## src/rtl/uart_rx_if.sv

```systemverilog
// Parallel side and serial input of the 8N1/8E1 UART receiver.
// The receiver takes the master modport; a command parser takes the slave modport.
`default_nettype none

interface uart_rx_if;
    logic       rxd;
    logic [7:0] rx_data;
    logic       rx_done;
    logic       frame_err;
    logic       parity_err;
    logic       rx_busy;

    modport master (
        input  rxd,
        output rx_data, rx_done, frame_err, parity_err, rx_busy
    );

    modport slave (
        output rxd,
        input  rx_data, rx_done, frame_err, parity_err, rx_busy
    );
endinterface

`default_nettype wire

```

## src/rtl/uart_rx.sv

```systemverilog
// UART receiver: 8N1 frames, LSB first, mid-bit sampling of a synchronised rxd.
// Define UART_RX_PARITY_EN for 8E1 frames with an even-parity check (parity_err).
`default_nettype none

module uart_rx #(
    parameter int BAUD_DIV = 434,
    parameter int CNT_W    = $clog2(BAUD_DIV)
) (
    input  logic     Clk,
    input  logic     Rst,
    uart_rx_if.master bus
);

    localparam logic [CNT_W-1:0] HALF_M1 = CNT_W'(BAUD_DIV/2 - 1);
    localparam logic [CNT_W-1:0] FULL_M1 = CNT_W'(BAUD_DIV - 1);

`ifdef UART_RX_PARITY_EN
    typedef enum logic [2:0] {IDLE, START, DATA, PARITY, STOP} state_t;
`else
    typedef enum logic [1:0] {IDLE, START, DATA, STOP} state_t;
`endif

    state_t           state;
    logic [CNT_W-1:0] cnt_bps;
    logic [3:0]       cnt_bit;
    logic [7:0]       shift_reg;
    logic [7:0]       rx_data_q;
    logic             rx_done_q;
    logic             frame_err_q;
    logic             rx_busy_q;

    // Two-flop synchroniser plus one history flop; all reset to the idle level
    logic rxd_s1, rxd_s2, rxd_prev;
    logic fall;

    always_ff @(posedge Clk or posedge Rst) begin
        if (Rst) begin
            rxd_s1   <= 1'b1;
            rxd_s2   <= 1'b1;
            rxd_prev <= 1'b1;
        end else begin
            rxd_s1   <= bus.rxd;
            rxd_s2   <= rxd_s1;
            rxd_prev <= rxd_s2;
        end
    end

    assign fall = rxd_prev & ~rxd_s2;

`ifdef UART_RX_PARITY_EN
    logic par_bad;
    logic parity_err_q;
`endif

    always_ff @(posedge Clk or posedge Rst) begin
        if (Rst) begin
            state       <= IDLE;
            cnt_bps     <= '0;
            cnt_bit     <= '0;
            shift_reg   <= '0;
            rx_data_q   <= '0;
            rx_done_q   <= 1'b0;
            frame_err_q <= 1'b0;
            rx_busy_q   <= 1'b0;
`ifdef UART_RX_PARITY_EN
            par_bad      <= 1'b0;
            parity_err_q <= 1'b0;
`endif
        end else begin
            rx_done_q   <= 1'b0;
            frame_err_q <= 1'b0;
`ifdef UART_RX_PARITY_EN
            parity_err_q <= 1'b0;
`endif
            case (state)
                IDLE: begin
                    // Requires a fresh 1->0 transition, so a stuck-low line never retriggers
                    if (fall) begin
                        state     <= START;
                        cnt_bps   <= '0;
                        rx_busy_q <= 1'b1;
                    end
                end
                START: begin
                    if (cnt_bps == HALF_M1) begin
                        cnt_bps <= '0;
                        if (!rxd_s2) begin
                            state   <= DATA;
                            cnt_bit <= '0;
                        end else begin
                            state     <= IDLE;
                            rx_busy_q <= 1'b0;
                        end
                    end else begin
                        cnt_bps <= cnt_bps + CNT_W'(1);
                    end
                end
                DATA: begin
                    if (cnt_bps == FULL_M1) begin
                        cnt_bps   <= '0;
                        shift_reg <= {rxd_s2, shift_reg[7:1]};
                        cnt_bit   <= cnt_bit + 4'd1;
                        if (cnt_bit == 4'd7) begin
`ifdef UART_RX_PARITY_EN
                            state <= PARITY;
`else
                            state <= STOP;
`endif
                        end
                    end else begin
                        cnt_bps <= cnt_bps + CNT_W'(1);
                    end
                end
`ifdef UART_RX_PARITY_EN
                PARITY: begin
                    if (cnt_bps == FULL_M1) begin
                        cnt_bps <= '0;
                        par_bad <= rxd_s2 ^ (^shift_reg);
                        state   <= STOP;
                    end else begin
                        cnt_bps <= cnt_bps + CNT_W'(1);
                    end
                end
`endif
                STOP: begin
                    // Leave at mid-stop so a back-to-back start bit is never missed
                    if (cnt_bps == FULL_M1) begin
                        cnt_bps   <= '0;
                        state     <= IDLE;
                        rx_busy_q <= 1'b0;
                        if (rxd_s2) begin
                            rx_data_q <= shift_reg;
                            rx_done_q <= 1'b1;
                        end else begin
                            frame_err_q <= 1'b1;
                        end
`ifdef UART_RX_PARITY_EN
                        parity_err_q <= par_bad;
`endif
                    end else begin
                        cnt_bps <= cnt_bps + CNT_W'(1);
                    end
                end
                default: begin
                    state     <= IDLE;
                    cnt_bps   <= '0;
                    rx_busy_q <= 1'b0;
                end
            endcase
        end
    end

    assign bus.rx_data   = rx_data_q;
    assign bus.rx_done   = rx_done_q;
    assign bus.frame_err = frame_err_q;
    assign bus.rx_busy   = rx_busy_q;
`ifdef UART_RX_PARITY_EN
    assign bus.parity_err = parity_err_q;
`else
    assign bus.parity_err = 1'b0;
`endif

endmodule

`default_nettype wire

```

## src/flat_wrapper.sv

```systemverilog
// flat-port wrapper written by rule: the top's interface ports become plain ports
module uart_rx_flat 
#(
    parameter int BAUD_DIV = 434,
    parameter int CNT_W    = $clog2(BAUD_DIV)
)
  (Clk, Rst, bus_rxd, bus_rx_data, bus_rx_done, bus_frame_err, bus_parity_err, bus_rx_busy);
  uart_rx_if bus_i ();
  input  logic Clk;
  input  logic Rst;
  input wire logic [$bits(bus_i.rxd)-1:0] bus_rxd;
  output wire logic [$bits(bus_i.rx_data)-1:0] bus_rx_data;
  output wire logic [$bits(bus_i.rx_done)-1:0] bus_rx_done;
  output wire logic [$bits(bus_i.frame_err)-1:0] bus_frame_err;
  output wire logic [$bits(bus_i.parity_err)-1:0] bus_parity_err;
  output wire logic [$bits(bus_i.rx_busy)-1:0] bus_rx_busy;
  assign bus_i.rxd = bus_rxd;
  assign bus_rx_data = bus_i.rx_data;
  assign bus_rx_done = bus_i.rx_done;
  assign bus_frame_err = bus_i.frame_err;
  assign bus_parity_err = bus_i.parity_err;
  assign bus_rx_busy = bus_i.rx_busy;
  uart_rx #(.BAUD_DIV(BAUD_DIV), .CNT_W(CNT_W)) u_core (.Clk(Clk), .Rst(Rst), .bus(bus_i));
endmodule
```

## config.mk

```make
export PLATFORM = sky130hd
export DESIGN_NAME = uart_rx_flat
export DESIGN_NICKNAME = d
export VERILOG_FILES = /design/src/rtl/uart_rx_if.sv /design/src/rtl/uart_rx.sv /design/src/flat_wrapper.sv
export SDC_FILE = /design/constraint.sdc
export NUM_CORES = 1
export LEC_CHECK = 0
export CAP_MARGIN = 30
export CORE_AREA = 2 2 56 58
export DETAILED_ROUTE_END_ITERATION = 6
export DIE_AREA = 0 0 58 60
export DONT_BUFFER_PORTS = 1
export PLACE_DENSITY_LB_ADDON = 0.15
export SKIP_LAST_GASP = 1
export SLEW_MARGIN = 25
export SYNTH_ARGS = -nofsm -noshare
export SYNTH_HDL_FRONTEND = slang
export SYNTH_SLANG_ARGS = --single-unit
```

## constraint.sdc

```tcl
create_clock -name Clk -period 3.7 [get_ports Clk]
set_clock_uncertainty 0.2 [all_clocks]
set_input_delay 0.37 -clock Clk [delete_from_list [all_inputs] [get_ports Clk]]
set_output_delay 0.37 -clock Clk [all_outputs]
set_load 0.01 [all_outputs]
```

==> results.cfg <==
[outcome]
status = finished clean

[clock_network]
clockBufferDepth = 2
cts.clk_slew.worst_paths_ps = 110
cts_buffers = 5
ctsResizeCount = 0
cts_tree = yes
clock_sinks = 37
clkLatencyLatePin_ps = 340
h-tree-depth = 2
cts_root_buf = clkbuf_4

[logic_synthesis]
syn_area_sq_mm = 0.00176
synth_edf_count = 0
postSynthCellCount = 157
synth_nets = 164
ys_seq_area_frac = 0.528
syn_avg_cell_area_sq_um = 11.2
synth.distinct_cells = 40
async_flop_share = 1.00
yosys_warnings = 0
synth-seq-cells = 37
synthFlopType = dfrtp_1

[sta]
drv_slew = 0
rsz0062_at_grt = false
layout_min_cycle_time_ps = 2340
fin_ws_ps = 1360
period_share = 0.632
slew-limit-headroom = 0.557
hold_violations = 0
finalSetupTns_ps = 0
setup_viol = 0
worst-slew-pin-transition_ps = 663
max_freq_mhz = 427

[critical_path]
cp_cell_sequence = inv_1 > ha_1 > and4b_1 > nand2_1 > or3_1 > mux2_4
crit_type = reg -> reg
cp.arrival_ps = 2380
slowest_stage = or3_1
cp_slowest_stage_delay_ps = 590
crit_fanout = 8
path_delay_family = simple AND/OR/NAND/NOR gates
crit_buf_inv = 1
crit_required_ps = 3740
endpoint_kind = flip-flop
start_kind = flip-flop

[die]
start_util = 0.606
dieArea_sq_mm = 0.00348
rows = 20
fp.coreArea_sq_mm = 0.00290
die_h_microns = 60
die_x_microns = 58
io_pins = 15

[pwr]
switchingPower_mw = 0.271
ir_worst_vdd_mv = 0.322
p_total_mw = 0.852
clockPowerShare = 0.250
p_per_area_mw_per_mm2 = 460
power_leakage_nw = 0.878
internal-power_mw = 0.580
seqPwrFrac = 0.594
p_comb_frac = 0.156
netSwitchingFraction = 0.318

[global_route]
antenna_found_initial = 0
grt_overflow = 0
grt_max_degree = 38
grt_pass1_vias = 1095
grt.total_usage = 0.194
grt_pass1_wl_mm = 5.00

[final_layout]
largest_reg_flops = 9
final_common_cell = dfrtp_1
n_antenna_cell = 0
nets = 169
drive_gt1_frac = 0.190
synthToLayoutAreaGrowth_pct = 5.33
postLayoutCellArea_sq_mm = 0.00185
layout_common_cells = dfrtp_1 (34), nand2_1 (15), inv_1 (11), o21ai_0 (9)
fill_cells = 220

[placed_design]
dp_hpwl_mm = 2.10
placedInstanceArea_sq_mm = 0.00177
gp_congestion = 0.857
dp_slack_ps = 1400
io_buffers = 0

[drt]
via_count = 1164
wl_per_cell_microns = 15.2
first_iter_violations = 62
routed_via_density = 5.94
drc = 0
routed_wl_mm = 2.97
drtPass1Iterations = 4
antenna_left = 0

[run]
cap_violations = 0

[worst_hold_path]
hp-class = reg -> reg
per-layer routing:
metal  wire length (microns)  track usage
met5                       0            0
met4                      55       0.0997
met3                     124       0.0455
met2                    1360        0.294
met1                    1430        0.262
timing repair:
action | CTS | global route
setup buffers | 0 | 0
endpoints found under the hold margin | 35 | 0
hold buffers | 2 | 0
worst paths after layout:
kind,from,endpoint,cells past startpoint,slack (ps)
max in group asynchronous,Rst,u_core.rxd_prev$_DFF_PP1_,3,2600
max reg2reg,u_core.cnt_bps[1]$_DFFE_PP0P_,u_core.bus.rx_data[4]$_DFFE_PP0P_,6,1360
min,u_core.rxd_s1$_DFF_PP1_,u_core.rxd_s2$_DFF_PP1_,0,160
max,u_core.cnt_bps[1]$_DFFE_PP0P_,u_core.bus.rx_data[4]$_DFFE_PP0P_,6,1360
min in group asynchronous,Rst,u_core.shift_reg[5]$_DFFE_PP0P_,3,360
min reg2reg,u_core.rxd_s1$_DFF_PP1_,u_core.rxd_s2$_DFF_PP1_,0,160
through the flow:
stage,hold WS (ps),cells,util
after floorplan,145,157,-
after global placement,146,185,0.609
final,164,196,0.638
after detailed placement,148,185,0.609
after global routing,166,196,0.638
after CTS,164,195,0.637
worst register-to-register path, cell delays in order (launching register included):
cell and delay (ps):
dfrtp_1 430, inv_1 110, ha_1 170, and4b_1 270
nand2_1 100, or3_1 590, mux2_4 380
cells in the mapped netlist (2+ instances only):
library cell,n,area [sq um]
inv_1,11,41.3
nand3_1,4,20.0
o21ai_0,9,45.0
mux2_4,8,120
and4_1,2,17.5
nor2b_1,2,12.5
xor2_1,2,17.5
dfrtp_1,34,851
a31oi_1,3,18.8
nor4b_1,2,17.5
dfstp_2,3,78.8
o21a_1,2,15.0
nor2_1,4,15.0
buf_6,2,22.5
o22ai_1,6,37.5
nor3_1,6,30.0
nand2_1,15,56.3
a211oi_1,2,15.0
mux2_2,8,90.1
a21oi_1,7,35.0
clkbuf_1,2,7.51
nor4_1,2,12.5
ha_1,4,50.1
final cells by class:
class | count | area (sq um) | area share
Inverter | 11 | 41.3 | 0.0223
Sequential cell | 37 | 930 | 0.502
Clock buffer | 5 | 37.5 | 0.0203
Timing Repair Buffer | 5 | 40.0 | 0.0216
Clock inverter | 3 | 22.5 | 0.0122
Tap cell | 33 | 41.3 | 0.0223
Multi-Input combinational cell | 102 | 741 | 0.400
power by group through the flow:
stage | Sequential, mW | Clock [mW] | Combinational (mW)
6_report | 0.506 | 0.212 | 0.133
5_1_grt | 0.516 | 0.233 | 0.154
4_1_cts | 0.505 | 0.219 | 0.133
3_5_place_dp | 0.513 | 0 | 0.130
3_3_place_gp | 0.510 | 0 | 0.125
2_1_floorplan | 0.484 | 0 | 0.138
cell families after synthesis:
group / synth area share
xor gates and xnor gates: 0.0149
buffers and inverters: 0.0505
muxes: 0.119
and+or+nand+nor: 0.138
AOI/OAI and AO/OA: 0.118
other: 0.00213
DFF: 0.528
adders and majority gates: 0.0285
(Power assumes the default switching activity.)
